===== src/rtl/nibble_serial_adder.sv =====
// Purpose: multi-cycle WIDTH-bit adder, one 4-bit carry-select nibble per cycle, LSB nibble first.
// Latency: out_valid rises NIBBLES edges after the accepting edge; one operation per NIBBLES+2 cycles.
// Backpressure: in_ready only in IDLE; result held in DONE until out_ready. Option macro: NIBBLE_SERIAL_ADDER_SUB_EN adds a sub port.

// 4-bit carry-select slice: low 2 bits ripple, high 2 bits are precomputed for
// both carry values and picked by the low-half carry.
module nibble_csel_slice (
   input  logic [3:0] a,
   input  logic [3:0] b,
   input  logic       ci,
   output logic [3:0] s,
   output logic       c3,
   output logic       co
);

   logic [2:0] lo;
   logic [2:0] hi0;
   logic [2:0] hi1;

   // Both upper-half candidates, selected by the lower-half carry.
   always_comb begin
      lo  = {1'b0, a[1:0]} + {1'b0, b[1:0]} + {2'b00, ci};
      hi0 = {1'b0, a[3:2]} + {1'b0, b[3:2]};
      hi1 = {1'b0, a[3:2]} + {1'b0, b[3:2]} + 3'd1;
      if (lo[2]) begin
         s  = {hi1[1:0], lo[1:0]};
         co = hi1[2];
      end else begin
         s  = {hi0[1:0], lo[1:0]};
         co = hi0[2];
      end
      // Carry into bit 3 recovered from the sum bit; feeds signed overflow.
      c3 = s[3] ^ a[3] ^ b[3];
   end

endmodule

module nibble_serial_adder #(
   parameter int WIDTH = 16   // multiple of 4, at least 4
) (
   input  logic             clk,
   input  logic             rst,
   input  logic             in_valid,
   output logic             in_ready,
   input  logic [WIDTH-1:0] a,
   input  logic [WIDTH-1:0] b,
   input  logic             c_in,
`ifdef NIBBLE_SERIAL_ADDER_SUB_EN
   input  logic             sub,
`endif
   output logic             out_valid,
   input  logic             out_ready,
   output logic [WIDTH-1:0] sum,
   output logic             c_out,
   output logic             overflow
);

   localparam int NIBBLES = WIDTH / 4;
   localparam int IDX_W   = (NIBBLES > 1) ? $clog2(NIBBLES) : 1;
   localparam logic [IDX_W-1:0] LAST_IDX = IDX_W'(NIBBLES - 1);

   typedef enum logic [1:0] {
      IDLE = 2'd0,
      RUN  = 2'd1,
      DONE = 2'd2
   } state_t;

   state_t           state;
   logic [WIDTH-1:0] a_q;
   logic [WIDTH-1:0] b_q;
   logic             carry_q;
   logic [IDX_W-1:0] idx_q;
   logic [WIDTH-1:0] sum_q;
   logic             c_out_q;
   logic             ovf_q;
   logic             in_ready_q;
   logic             out_valid_q;

   logic [3:0]       a_nib;
   logic [3:0]       b_nib;
   logic [3:0]       nib_sum;
   logic             nib_c3;
   logic             nib_co;

   logic [WIDTH-1:0] b_load;
   logic             carry_load;

   // Subtraction is a + ~b + 1; add-only builds pass b and c_in straight through.
   always_comb begin
`ifdef NIBBLE_SERIAL_ADDER_SUB_EN
      b_load     = sub ? ~b : b;
      carry_load = sub ? 1'b1 : c_in;
`else
      b_load     = b;
      carry_load = c_in;
`endif
   end

   // Pick the operand nibbles addressed by the current index.
   always_comb begin
      a_nib = 4'h0;
      b_nib = 4'h0;
      for (int i = 0; i < NIBBLES; i++) begin
         if (idx_q == IDX_W'(i)) begin
            a_nib = a_q[4*i +: 4];
            b_nib = b_q[4*i +: 4];
         end
      end
   end

   nibble_csel_slice u_slice (
      .a  (a_nib),
      .b  (b_nib),
      .ci (carry_q),
      .s  (nib_sum),
      .c3 (nib_c3),
      .co (nib_co)
   );

   // Sequencing FSM: accept in IDLE, one nibble per edge in RUN, hold result in DONE.
   always_ff @(posedge clk) begin
      if (rst) begin
         state       <= IDLE;
         in_ready_q  <= 1'b1;
         out_valid_q <= 1'b0;
         a_q         <= '0;
         b_q         <= '0;
         carry_q     <= 1'b0;
         idx_q       <= '0;
         sum_q       <= '0;
         c_out_q     <= 1'b0;
         ovf_q       <= 1'b0;
      end else begin
         case (state)
            IDLE: begin
               if (in_valid) begin
                  a_q        <= a;
                  b_q        <= b_load;
                  carry_q    <= carry_load;
                  idx_q      <= '0;
                  sum_q      <= '0;
                  in_ready_q <= 1'b0;
                  state      <= RUN;
               end
            end
            RUN: begin
               for (int i = 0; i < NIBBLES; i++) begin
                  if (idx_q == IDX_W'(i)) begin
                     sum_q[4*i +: 4] <= nib_sum;
                  end
               end
               carry_q <= nib_co;
               // The index stops on the last nibble rather than wrapping.
               if (idx_q == LAST_IDX) begin
                  c_out_q     <= nib_co;
                  ovf_q       <= nib_c3 ^ nib_co;
                  out_valid_q <= 1'b1;
                  state       <= DONE;
               end else begin
                  idx_q <= idx_q + 1'b1;
               end
            end
            DONE: begin
               if (out_ready) begin
                  out_valid_q <= 1'b0;
                  in_ready_q  <= 1'b1;
                  state       <= IDLE;
               end
            end
            default: begin
               out_valid_q <= 1'b0;
               in_ready_q  <= 1'b1;
               state       <= IDLE;
            end
         endcase
      end
   end

   assign in_ready  = in_ready_q;
   assign out_valid = out_valid_q;
   assign sum       = sum_q;
   assign c_out     = c_out_q;
   assign overflow  = ovf_q;

endmodule


===== config.mk =====
export PLATFORM = sky130hd
export DESIGN_NAME = nibble_serial_adder
export DESIGN_NICKNAME = d
export VERILOG_FILES = /design/src/rtl/nibble_serial_adder.sv
export SDC_FILE = /design/constraint.sdc
export NUM_CORES = 1
export LEC_CHECK = 0
export CORE_MARGIN = 5
export CORE_UTILIZATION = 40
export CTS_CLUSTER_DIAMETER = 30
export DETAILED_ROUTE_END_ITERATION = 8
export PLACE_DENSITY = 0.62
export SETUP_SLACK_MARGIN = 0.3
export SYNTH_ARGS = -nofsm -noshare
export SYNTH_HDL_FRONTEND = slang
export SYNTH_SLANG_ARGS = --single-unit

===== constraint.sdc =====
create_clock -name clk -period 3.57 [get_ports clk]
set_input_delay 1.071 -clock clk [delete_from_list [all_inputs] [get_ports clk]]
set_output_delay 1.071 -clock clk [all_outputs]
set_load 0.01 [all_outputs]

* After elaboration in Yosys (flattened, before gate mapping)
Index checks and enable logic that the tools add are counted.
** Storage, ports and cells
- Register bits after elaboration :: 57
- Output and inout bits :: 20
** Cells by class
- $add $sub $neg :: 5
- Equal/unequal tests :: 12
- Mux-type cells :: 31
- Bitwise operators :: 5
- Reductions and logical operators :: 14
** Operators with widths (number)
- 4-bit two-way mux :: 13
- 16-bit one-hot mux with 2 select lines :: 1
- 3-bit AND reduction :: 8
- 16-bit two-way mux :: 1
- 2-bit inequality test, second input constant :: 7
- 2-bit two-way mux :: 5
- 2-bit by 2-bit adder with 3-bit output :: 2
- 2-bit == test, second input constant :: 3
- 1-bit two-way mux :: 6
- 1-bit one-hot mux with 3 select lines :: 2
- 2-bit one-hot mux with 3 select lines :: 1
- 2-bit AND reduction :: 3
- 2-bit by 1-bit == test with 1-bit output, second input constant :: 2
- 2-bit logical NOT :: 2
- 2-bit one-hot mux with 2 select lines :: 1
- 3-bit by 1-bit adder with 3-bit output :: 1
- 3-bit by 1-bit adder with 3-bit output, second input constant :: 1
- 1-bit bitwise XOR :: 3
- 2-bit by 1-bit adder with 2-bit output, second input constant :: 1
- 1-bit inverter :: 2
- 1-bit one-hot mux with 2 select lines :: 1
- 2-bit nonzero test :: 1

* Longest topological paths before layout
Gate-level depths: netlist (run 1).
- Word-level depth :: 11
- Gate-level depth with buffers :: 16
- Depth with buffers taken out :: 15

* By module
From an unflattened synthesis (run 1), not the netlist that was laid out.
** Second synthesis, totals
- Cell total of the unflattened synthesis :: 262
- Area total of the unflattened synthesis :: 2633.8 um2
** Modules (own cells, without submodules)
- nibble_serial_adder :: instances 1, cells an instance 246, area an instance 2476.1 um2, sequential area each 1141.1 um2
- nibble_csel_slice :: instances 1, cells an instance 16, area an instance 157.7 um2, sequential area each 0.0 um2

* Worst setup path before layout (run 1)
No wires, ideal clock.
- Kind :: reg-to-reg
- Start :: register idx_q[0]
- End :: register ovf_q (netlist: overflow)
- Setup time :: 0.060 ns
- Arrival :: 3.016 ns
- Data required time :: 3.510 ns
- Path slack :: 0.494 ns
- Cell stages (with the launch flop) :: 17
- Buffers on the path :: 1
- Clock period less this slack :: 3.076 ns
- Cells stage by stage :: dfxtp_1 -> inv_1 -> ha_1 -> clkbuf_1 -> nand3b_1 -> a21oi_1 -> a21oi_1 -> o21ai_0 -> ha_1 -> inv_1 -> fa_1 -> inv_1 -> ha_1 -> xnor2_1 -> nand2b_1 -> a2111oi_2 -> a311o_1
** Between the ends
- Word-level cells in the longest chain between the ends :: 11
- Elaborated cells on any way between the ends :: 22
** RTL lines
- start: declaration :: RTL line 72 : logic [IDX_W-1:0] idx_q;
- start signal: assignment :: RTL line 160 : idx_q <= idx_q + 1'b1;
- 2-bit logical NOT :: RTL line 104 : if (idx_q == IDX_W'(i)) begin
- 4-bit two-way mux (4 in series) :: RTL line 104
- 2-bit by 2-bit adder with 3-bit output, on equally long branches :: RTL line 23, 24, 22
- 3-bit by 1-bit adder with 3-bit output, on equally long branches :: RTL line 24, 22
- 4-bit two-way mux :: RTL line 25 : if (lo[2]) begin
- 1-bit bitwise XOR (2 in series) :: RTL line 33 : c3 = s[3] ^ a[3] ^ b[3];
- 1-bit bitwise XOR :: RTL line 156 : ovf_q <= nib_c3 ^ nib_co;
- end signal: assignment :: RTL line 156
- end: declaration :: RTL line 75 : logic ovf_q;
Parallel ways exist; a longest one is shown, timed or not.
A chain may end at the register's enable or synchronous reset.

* Worst setup path in the final report (run 1)
- Start :: register idx_q[1]
- End :: register ovf_q (netlist: overflow)
Same word-level chain as after synthesis.

==> results by group, run 1 <==
Run status
  • Outcome: completed

Hold path
  • Hold Path Depth: 2
  • Hold Crit Class: reg -> reg
  • Worst Hold End: sum[15]
  • Hold path startpoint: sum[15]

GRT
  • Global-route wire length before repair: approximately 10000 um
  • Antenna violations before repair: 0
  • Total track usage: 0.152
  • Number of global-route vias before repair: around 2.1k
  • Remaining Overflow, GRT: 0
  • Pin count of the biggest net entering global routing: 35

Timing
  • Sum of negative setup slack: 0 ps
  • Number of endpoints failing setup at the final stage: 0
  • Final clock period utilization by the worst path: 0.841
  • Slew of the pin with the lowest slew margin: about 630 ps
  • Crit path time final: approximately 3000 ps
  • Max Clock Freq: between 0.3 and 0.4 GHz
  • Relative slew slack: 0.580
  • Endpoints failing hold: 0
  • Setup repair after global routing missed its margin: no
  • Worst clock skew: 8.28 ps
  • Number of max-slew violations in the final report: 0

Worst setup path
  • RR Endpoint: overflow
  • Chain of cells forming the critical path: inv_1, ha_4, buf_4, nor2b_1, a221oi_1, nor3_1, a21oi_1, fa_1, inv_1, ha_1, xnor2_1, nand2b_1, a2111oi_2, a311o_1
  • R2r worst-path depth: 14
  • RR Startpoint: idx_q[1]
  • Setup Crit Path Kind: reg -> reg
  • Number of cells on the critical path: 14
  • Critical path startpoint category: flip-flop
  • Reg-to-reg setup timing slack: 570 ps
  • Crit path buf inv count: 3
  • Arrival @ worst endpoint: ~3300 ps
  • Largest delay contributor family on the critical path: adder cells
  • Cell seen most often among critical-path stages: sky130_fd_sc_hd__inv_1
  • Highest-delay cell along the critical path: sky130_fd_sc_hd__fa_1
  • Crit-path max cell delay: around 570 ps
  • Data required time of the critical path: roughly 3900 ps
  • Peak fanout along the critical path: 10
  • Worst Setup End Kind: flip-flop

Floorplanning
  • Die height: between 90 and 100 um
  • Core region area: approximately 6700 um^2
  • Std-Cell Rows: 30
  • Effective utilization at floorplan: 0.404
  • Count of pins on the block boundary: between 50 and 60
  • Die width: around 92 um
  • Overall die area: about 8500 um^2

Clocking
  • CTS Root Cell: sky130_fd_sc_hd__clkbuf_8
  • Number of clock sinks: 57
  • Deepest clock path buffer count: 2
  • Hold buffer count at CTS: 0
  • CTS tree: yes
  • Number of gates given a new drive strength after cts: 0
  • Number of levels in the clock H-tree: 3
  • TritonCTS buffer count: 9
  • Source-to-sink clock delay at the later pin of the worst-skew pair: between 300 and 400 ps
  • Clock-pin slew on the worst setup and hold paths: ~60 ps
  • Number of setup buffers added after CTS: 0

Synth
  • Proportion of synthesized flip-flops having asynchronous set or reset: 0
  • Commonest cells in the netlist: 80 x sky130_fd_sc_hd__nand2_1, 57 x sky130_fd_sc_hd__dfxtp_1, 49 x sky130_fd_sc_hd__a21oi_1
  • Count of cell types in the netlist: 35
  • Net Count, Synth: 365
  • Most used flip-flop cell after synthesis: sky130_fd_sc_hd__dfxtp_1
  • Post-synthesis instance total: about 320
  • Mean instance size in the synthesized netlist: approximately 8.5 um^2
  • Most common cell in the netlist: sky130_fd_sc_hd__nand2_1
  • Warnings from Yosys: 0
  • Cells taking the most area after synthesis: sky130_fd_sc_hd__dfxtp_1 42%, sky130_fd_sc_hd__nand2_1 11%, sky130_fd_sc_hd__a21oi_1 9.1%
  • Share of synthesized area occupied by flip-flops and latches: 0.423
  • Number of synthesized flops with an enable pin: 0
  • Cell accounting for the most synthesized area: sky130_fd_sc_hd__dfxtp_1
  • Mapped cell area: 2700 um^2
  • Share of the synthesized area in the top cell type: 0.423
  • FF+latch count, synth: between 50 and 60

Routing
  • Vias: around 2.3k
  • Number of antenna-violating nets in the routed design: 0
  • Via-per-instance ratio: 4.94
  • DR WL/cell: about 14 um
  • WL met1: about 2900 um
  • Wire length after detailed routing: approximately 6000 um
  • Detailed-routing iteration count for the pre-antenna-repair pass: 4
  • DRC Markers: 0
  • Wire length on met3: ~300 um
  • Wire length on met2: roughly 2800 um
  • First DRT Iteration DRCs: 94
  • Uppermost layer routed: met4

Power
  • Leakage power figure: around 1.3 nW
  • Power density cells: about 430 nW/um^2
  • IR drop worst, VDD: roughly 0.00026 V

Finish
  • Share of post-route cells with drive strength above 1: 0.106
  • Count of filler cells inserted in the layout: between 600 and 700
  • Number of nets in the layout: 418
  • Final cell count without fillers: 457
  • Antenna cell count: 0
  • Relative area change from synthesis to final layout: 29.6%

Place
  • Number of placed instances, taps included: roughly 440
  • GPL Wtd Cong: 0.808
  • Detailed placer's ending HPWL: around 4600 um
  • Total of buffers placed on input and output ports: 56

Job
  • Max-cap check violation count: 0
==> worst max path at each step <==
stage	start	endpoint	slack, ps
after floorplan	idx_q[0]	overflow	490
final	idx_q[1]	overflow	570
after global placement	idx_q[0]	overflow	450
after global routing	idx_q[1]	overflow	300
after detailed placement	idx_q[0]	overflow	320
after CTS	idx_q[0]	overflow	310
==> per-stage QoR <==
stage | hold slack [ps] | worst slack, ps | power, W | utilization | instance area [um^2]
after floorplan | 432 | 494 | 0.000869 | - | 2700
after global placement | 443 | 449 | 0.000951 | 0.489 | 3270
after detailed placement | 445 | 322 | 0.000955 | 0.489 | 3270
after CTS | 453 | 311 | 0.00152 | 0.517 | 3460
after global routing | 479 | 302 | 0.00158 | 0.524 | 3500
final | 449 | 567 | 0.00151 | 0.524 | 3500
==> worst reg2reg max path, stage by stage (launching register included) <==
cell and delay (ps):
sky130_fd_sc_hd__dfxtp_2 380, sky130_fd_sc_hd__inv_1 120, sky130_fd_sc_hd__ha_4 210, sky130_fd_sc_hd__buf_4 180
sky130_fd_sc_hd__nor2b_1 120, sky130_fd_sc_hd__a221oi_1 80, sky130_fd_sc_hd__nor3_1 160, sky130_fd_sc_hd__a21oi_1 90
sky130_fd_sc_hd__fa_1 570, sky130_fd_sc_hd__inv_1 50, sky130_fd_sc_hd__ha_1 320, sky130_fd_sc_hd__xnor2_1 160
sky130_fd_sc_hd__nand2b_1 100, sky130_fd_sc_hd__a2111oi_2 300, sky130_fd_sc_hd__a311o_1 150
==> power breakdown <==
group          internal (W)  switching, W  leakage (nW)  total, W
combinational      0.000130      0.000127         0.762  0.000257
sequential         0.000667     0.0000218         0.466  0.000689
clock              0.000318      0.000247        0.0998  0.000565
==> metal layers <==
metal | global-route usage | up-vias
li1 | - | 1173
met1 | 0.193 | 1024
met2 | 0.240 | 48
met3 | 0.0361 | 12
met4 | 0.0743 | 0
met5 | 0 | -
==> flip-flops by register name, summed over array words and instances (netlist names) <==
signal / cells
a_q: 16
b_q: 16
c_out: 1
carry_q: 1
idx_q: 2
in_ready: 1
out_valid: 1
overflow: 1
state: 2
sum: 16
==> area by class of cell <==
cell class | count | area (um^2) | area share
Sequential cell | 57 | 1140 | 0.327
Clock buffer | 10 | 128 | 0.0365
Inverter | 6 | 22.5 | 0.00644
Timing Repair Buffer | 64 | 628 | 0.180
Multi-Input combinational cell | 234 | 1420 | 0.405
Clock inverter | 6 | 58.8 | 0.0168
Tap cell | 80 | 100 | 0.0286
==> cell families (layout without fill, tap and decap cells) <==
group,after synthesis,after routing,synth area share
compound gates,74,74,0.181
mux,7,7,0.0260
buf+inv,28,86,0.0668
simple gates,139,139,0.237
flops,57,57,0.423
fa+ha+maj,9,9,0.0501
xor+xnor,5,5,0.0162
==> layout by cell type (no fill, tap or decap), types with 6 or more instances in the layout <==
cell | synthesis | routed
sky130_fd_sc_hd__inv_1 | 6 | 6
sky130_fd_sc_hd__nand2_1 | 80 | 80
sky130_fd_sc_hd__a21oi_1 | 49 | 49
sky130_fd_sc_hd__clkbuf_8 | 0 | 9
sky130_fd_sc_hd__a2bb2oi_1 | 6 | 6
sky130_fd_sc_hd__nor3_1 | 8 | 8
sky130_fd_sc_hd__nor2b_1 | 15 | 15
sky130_fd_sc_hd__a221oi_1 | 6 | 6
sky130_fd_sc_hd__clkdlybuf4s50_1 | 0 | 55
sky130_fd_sc_hd__mux2i_1 | 7 | 7
sky130_fd_sc_hd__buf_4 | 1 | 7
sky130_fd_sc_hd__dfxtp_1 | 57 | 55
sky130_fd_sc_hd__nor2_1 | 22 | 22
(Power assumes the default switching activity.)
==> run 2: changes to the inputs <==
clock period = 2.8 ns   (was 3.57 ns; I/O delays follow)
==> results by group, run 2 (synthesized netlist as in run 1, its figures left out) <==
Timing
  • Number of max-slew violations in the final report: 0 (unchanged)
  • Number of endpoints failing setup at the final stage: 5 (+5)
  • Endpoints failing hold: 0 (unchanged)
  • Relative slew slack: 0.638 (+0.0576)
  • Max Clock Freq: 0.345 GHz (+3.6%)
  • Final clock period utilization by the worst path: 1.03 (+0.194)
  • Worst path setup slack after routing: -97.5 ps (-665 ps)
  • Worst clock skew: 11.3 ps (+3.03 ps)
  • Hold Slack: 453 ps (+3.23 ps)
  • Slew of the pin with the lowest slew margin: 543 ps (-86.4 ps)
  • Crit path time final: 2900 ps (-105 ps)
  • Setup repair after global routing missed its margin: yes

Place
  • Total of buffers placed on input and output ports: 56 (unchanged)
  • Placed standard-cell area: 3370 um^2 (+3.0%)
  • GPL Wtd Cong: 0.778 (-3.6%)
  • Number of placed instances, taps included: 448 (+1.6%)
  • Detailed placer's ending HPWL: 4510 um (-1.4%)
  • Setup slack after placement: -84.8 ps (-406 ps)

Floorplanning
  • Std-Cell Rows: 30 (unchanged)
  • Die width: 92.1 um (unchanged)
  • Count of pins on the block boundary: 57 (unchanged)
  • Die height: 92.1 um (unchanged)
  • Effective utilization at floorplan: 0.404 (unchanged)
  • Overall die area: 8490 um^2 (unchanged)
  • Core region area: 6680 um^2 (unchanged)

Power
  • IR drop worst, VDD: 0.000304 V (+16%)
  • Power density cells: 545 nW/um^2 (+26%)
  • Leakage power figure: 1.40 nW (+5.7%)

Worst setup path
  • Crit-path max cell delay: 520 ps (-50 ps)
  • Critical path startpoint category: flip-flop
  • Setup Crit Path Kind: reg -> reg
  • RR Startpoint: idx_q[1]
  • Worst Setup End Kind: flip-flop
  • Peak fanout along the critical path: 5 (-5)
  • Chain of cells forming the critical path: inv_4, ha_4, nand3b_1, a21oi_2, a21oi_2, o21ai_1, ha_2, inv_2, fa_1, inv_2, ha_4, buf_4, buf_6, o211a_4, mux2i_1, nor2_1
  • Data required time of the critical path: 3030 ps (-820 ps)
  • Largest delay contributor family on the critical path: adder cells
  • Crit path buf inv count: 5 (+2)
  • Arrival @ worst endpoint: 3130 ps (-150 ps)
  • Reg-to-reg setup timing slack: -100 ps (-660 ps)
  • Highest-delay cell along the critical path: sky130_fd_sc_hd__fa_1
  • Crit path from: idx_q[1]

Run status
  • Failing checks: setup timing
  • Outcome: finished with violations

GRT
  • Number of global-route vias before repair: 2313 (+9.7%)
  • Pin count of the biggest net entering global routing: 31 (-11%)
  • Total track usage: 0.160 (+0.00837)
  • Remaining Overflow, GRT: 0 (unchanged)
  • Global-route wire length before repair: 10700 um (+6.3%)
  • Antenna violations before repair: 0 (unchanged)

Clocking
  • Deepest clock path buffer count: 2 (unchanged)
  • Clock-pin slew on the worst setup and hold paths: 60 ps (about the same)
  • Number of levels in the clock H-tree: 3 (unchanged)
  • TritonCTS buffer count: 9 (unchanged)
  • Hold buffer count at CTS: 0 (unchanged)
  • Number of clock sinks: 57 (unchanged)
  • CTS tree: yes
  • Source-to-sink clock delay at the later pin of the worst-skew pair: 350 ps (about the same)
  • CTS Root Cell: sky130_fd_sc_hd__clkbuf_8

Job
  • Max-cap check violation count: 0 (unchanged)

Routing
  • DR WL/cell: 13.8 um (+2.3%)
  • Wire length after detailed routing: 6480 um (+5.0%)
  • Detailed-routing iteration count for the pre-antenna-repair pass: 4 (unchanged)
  • DRC Markers: 0 (unchanged)
  • Vias: 2336 (+3.5%)
  • First DRT Iteration DRCs: 86 (-8.5%)
  • Via-per-instance ratio: 4.98 (+0.85%)
  • Number of antenna-violating nets in the routed design: 0 (unchanged)

Finish
  • Design area: 3730 um^2 (+6.8%)
  • Most common cell after layout, fill and taps aside: sky130_fd_sc_hd__nand2_1
  • Number of nets in the layout: 431 (+3.1%)
  • Most used cells in the layout excluding fill and tap cells: 78 x sky130_fd_sc_hd__nand2_1, 55 x sky130_fd_sc_hd__dfxtp_1, 55 x sky130_fd_sc_hd__clkdlybuf4s50_1, 45 x sky130_fd_sc_hd__a21oi_1, 21 x sky130_fd_sc_hd__nor2_1
  • Share of the core filled with cells in the final layout: 0.559 (+0.0354)
  • Final cell count without fillers: 469 (+2.6%)
  • Share of post-route cells with drive strength above 1: 0.193 (+0.0867)
  • Relative area change from synthesis to final layout: 38.4%
  • Antenna cell count: 0 (unchanged)

Hold path
  • Hold Crit Class: reg -> reg
  • Hold path startpoint: b_q[1]
## run 2: cell types whose count changed in the layout (fill, tap and decap cells not counted), sizes merged
cell    delta
clkinv     -2
clkbuf     +1
buf       +13
## run 2: path summary, 6_finish.rpt
path,depth (start not counted),end
worst max-delay path,16,sum[7]
worst min-delay path,2,b_q[1]
worst max register to register,16,sum[7]
worst min register to register,2,b_q[1]
## run 2: cell type report
| class | count | area, um^2 |
|---|---|---|
| Clock inverter | 4 | 45.0 |
| Multi-Input combinational cell | 234 | 1540 |
| Tap cell | 80 | 100 |
| Inverter | 6 | 27.5 |
| Timing Repair Buffer | 77 | 737 |
| Clock buffer | 11 | 141 |
| Fill cell | 651 | 2950 |
| Sequential cell | 57 | 1150 |
## run 2: stage by stage
| step | TNS [ps] | total power [W] |
|---|---|---|
| 2_1_floorplan | 0 | 0.00113 |
| 3_3_place_gp | 0 | 0.00124 |
| 3_5_place_dp | -84.8 | 0.00124 |
| 4_1_cts | -49.6 | 0.00201 |
| 5_1_grt | -1180 | 0.00213 |
| 6_report | -409 | 0.00204 |
## run 2: repair_timing
action,in CTS,in global routing
pin swaps,11,10
gates resized for setup,16,12
endpoints found under the setup margin,15,15
setup buffers,2,4
hold endpoints to repair,0,0
## run 2: worst register-to-register path, delay by kind of cell (launching register included)
kind            cells  cell delay [ps]
compound gates      4              580
mux                 1              130
flops               1              350
simple gates        2              230
buf+inv             5              380
fa+ha+maj           4             1090
## run 2: report_power, final
group | internal, W | switching, W
Combinational | 0.000221 | 0.000195
Sequential | 0.000850 | 0.0000273
Clock | 0.000425 | 0.000317
Total | 0.00150 | 0.000539
## run 2: metal layers
layer | vias up | GRT usage | wire, um
met3 | 5 | 0.0574 | 335
met1 | 1080 | 0.199 | 3040
met4 | 0 | 0.0470 | 43
li1 | 1200 | - | -
met2 | 51 | 0.260 | 3060
met5 | - | 0 | 0
==> run 3: changes to the inputs <==
CORE_MARGIN = 4   (was 5)
==> results by group, run 3 (synthesized netlist as in run 1, its figures left out) <==
Timing
  • Endpoints failing hold: 0 (unchanged)
  • Final clock period utilization by the worst path: 1.03 (-0.00500)
  • Relative slew slack: 0.609 (-0.0286)
  • Worst clock skew: 6.52 ps (-4.79 ps)
  • Max Clock Freq: 0.347 GHz (+0.49%)
  • Setup repair after global routing missed its margin: yes
  • Slew of the pin with the lowest slew margin: 585 ps (+41.7 ps)
  • Crit path time final: 2880 ps (-14.0 ps)
  • Worst path setup slack after routing: -83.5 ps (+14.0 ps)
  • Number of endpoints failing setup at the final stage: 4 (-1)
  • Number of max-slew violations in the final report: 0 (unchanged)

Clocking
  • Deepest clock path buffer count: 2 (unchanged)
  • CTS Root Cell: sky130_fd_sc_hd__clkbuf_8
  • Number of clock sinks: 57 (unchanged)
  • Source-to-sink clock delay at the later pin of the worst-skew pair: 330 ps (-20 ps)
  • CTS tree: yes
  • Clock-pin slew on the worst setup and hold paths: 60 ps (about the same)
  • Number of levels in the clock H-tree: 3 (unchanged)
  • TritonCTS buffer count: 9 (unchanged)

Finish
  • Design area: 3750 um^2 (+0.30%)
  • Relative area change from synthesis to final layout: 38.8%
  • Most common cell after layout, fill and taps aside: sky130_fd_sc_hd__nand2_1
  • Share of the core filled with cells in the final layout: 0.580 (+0.0210)
  • Number of nets in the layout: 433 (+0.46%)
  • Final cell count without fillers: 469 (unchanged)
  • Antenna cell count: 0 (unchanged)
  • Share of post-route cells with drive strength above 1: 0.191 (-0.00148)
  • Most used cells in the layout excluding fill and tap cells: 78 x sky130_fd_sc_hd__nand2_1, 55 x sky130_fd_sc_hd__dfxtp_1, 55 x sky130_fd_sc_hd__clkdlybuf4s50_1, 47 x sky130_fd_sc_hd__a21oi_1, 22 x sky130_fd_sc_hd__nor2_1

Floorplanning
  • Std-Cell Rows: 29 (-3.3%)
  • Count of pins on the block boundary: 57 (unchanged)
  • Overall die area: 8130 um^2 (-4.3%)
  • Die width: 90.1 um (-2.2%)
  • Core region area: 6460 um^2 (-3.3%)
  • Die height: 90.1 um (-2.2%)
  • Effective utilization at floorplan: 0.418 (+0.0139)

Routing
  • DRC Markers: 0 (unchanged)
  • Number of antenna-violating nets in the routed design: 0 (unchanged)
  • Via-per-instance ratio: 4.96 (-0.39%)
  • First DRT Iteration DRCs: 75 (-13%)
  • Vias: 2327 (-0.39%)
  • DR WL/cell: 13.8 um (-0.26%)
  • Detailed-routing iteration count for the pre-antenna-repair pass: 4 (unchanged)
  • Wire length after detailed routing: 6460 um (-0.26%)

GRT
  • Total track usage: 0.164 (+0.00452)
  • Global-route wire length before repair: 10900 um (+1.5%)
  • Remaining Overflow, GRT: 0 (unchanged)
  • Pin count of the biggest net entering global routing: 39 (+26%)
  • Number of global-route vias before repair: 2347 (+1.5%)
  • Antenna violations before repair: 0 (unchanged)

Place
  • Total of buffers placed on input and output ports: 56 (unchanged)
  • Placed standard-cell area: 3390 um^2 (+0.71%)
  • GPL Wtd Cong: 0.809 (+3.9%)
  • Setup slack after placement: -95.9 ps (-11.1 ps)
  • Detailed placer's ending HPWL: 4620 um (+2.5%)
  • Number of placed instances, taps included: 447 (-0.22%)

Worst setup path
  • Peak fanout along the critical path: 7 (+2)
  • Arrival @ worst endpoint: 3100 ps (-30 ps)
  • Crit path buf inv count: 4 (-1)
  • Worst Setup End Kind: flip-flop
  • Critical path startpoint category: flip-flop
  • Chain of cells forming the critical path: inv_4, ha_4, nand3b_1, a21oi_2, a21oi_1, o21ai_1, ha_2, inv_2, fa_1, inv_2, ha_4, xnor2_2, nand2b_1, buf_4, a311o_1
  • Largest delay contributor family on the critical path: adder cells
  • Setup Crit Path Kind: reg -> reg
  • Crit-path max cell delay: 530 ps (about the same)
  • Highest-delay cell along the critical path: sky130_fd_sc_hd__fa_1
  • Data required time of the critical path: 3020 ps (about the same)

Power
  • Net switching fraction of the power: 0.255 (-0.0102)
  • Sequential fraction of design power: 0.413 (-0.018)
  • Clk network pwr share: 0.402 (+0.038)
  • Switching power of the nets: 0.000542 W (+0.59%)
  • Total internal power: 0.00159 W (+6.1%)
  • Power density cells: 568 nW/um^2 (+4.3%)
  • Portion of total power attributed to combinational logic: 0.185 (-0.019)
  • Leakage power figure: 1.42 nW (+1.4%)
  • IR drop worst, VDD: 0.000441 V (+45%)

Run status
  • Outcome: finished with violations
  • Failing checks: setup timing

Job
  • Max-cap check violation count: 0 (unchanged)

Hold path
  • Hold Crit Class: reg -> reg
## run 3: changes by cell type in the layout (fill, tap and decap cells not counted), moves of 2 or more
cell                         delta
sky130_fd_sc_hd__buf_6          -2
sky130_fd_sc_hd__a21oi_1        +2
sky130_fd_sc_hd__clkinvlp_4     +2
sky130_fd_sc_hd__a21oi_2        -2
sky130_fd_sc_hd__buf_4          +3
sky130_fd_sc_hd__clkinv_2       -3
## run 3: repair_timing
| item | in CTS | in global routing |
|---|---|---|
| pin swaps | 19 | 7 |
| setup endpoints to repair | 15 | 16 |
| resized for setup | 14 | 4 |
| hold buffers | 0 | 0 |
| setup buffers | 4 | 2 |
## run 3: worst paths after layout
check / startpoint / to / slack [ps] / cells after the start
max reg2reg: idx_q[1] / overflow / -80 / 15
max: idx_q[1] / overflow / -80 / 15
min reg2reg: c_out / c_out / 460 / 2
min: c_out / c_out / 460 / 2
## run 3: metal layers
layer,routed length [um],global-route usage,up-vias
met5,0,0,-
met4,80,0.0651,0
met3,260,0.0417,10
met2,2880,0.257,38
met1,3250,0.217,1072
li1,-,-,1207
## run 3: stage by stage
stage / power, W / setup TNS (ps) / hold slack, ps
after floorplan: 0.00113 / 0 / 432
after global placement: 0.00124 / -5.10 / 445
after detailed placement: 0.00125 / -95.9 / 451
after CTS: 0.00214 / -119 / 460
after global routing: 0.00222 / -1350 / 485
final: 0.00213 / -99.7 / 457
## run 3: worst register-to-register path: stages (launching register included)
cell and delay (ps):
sky130_fd_sc_hd__dfxtp_2 350, sky130_fd_sc_hd__inv_4 50, sky130_fd_sc_hd__ha_4 180, sky130_fd_sc_hd__nand3b_1 170, sky130_fd_sc_hd__a21oi_2 110, sky130_fd_sc_hd__a21oi_1 40, sky130_fd_sc_hd__o21ai_1 150, sky130_fd_sc_hd__ha_2 190
sky130_fd_sc_hd__inv_2 40, sky130_fd_sc_hd__fa_1 530, sky130_fd_sc_hd__inv_2 50, sky130_fd_sc_hd__ha_4 270, sky130_fd_sc_hd__xnor2_2 100, sky130_fd_sc_hd__nand2b_1 110, sky130_fd_sc_hd__buf_4 140, sky130_fd_sc_hd__a311o_1 290
## run 3: layout make-up
type / count / area [um^2]
Clock inverter: 6 / 90.1
Timing Repair Buffer: 79 / 757
Sequential cell: 57 / 1150
Tap cell: 77 / 96.3
Inverter: 6 / 25.0
Multi-Input combinational cell: 234 / 1490
Clock buffer: 10 / 138
Fill cell: 605 / 2710
## run 3: power groups by stage
stage                     Clock [W]  Sequential [W]  Combinational, W
after global placement            0        0.000895          0.000349
after detailed placement          0        0.000895          0.000353
final                      0.000857        0.000879          0.000394
after floorplan                   0        0.000888          0.000237
after global routing       0.000911        0.000882          0.000430
after CTS                  0.000876        0.000878          0.000383
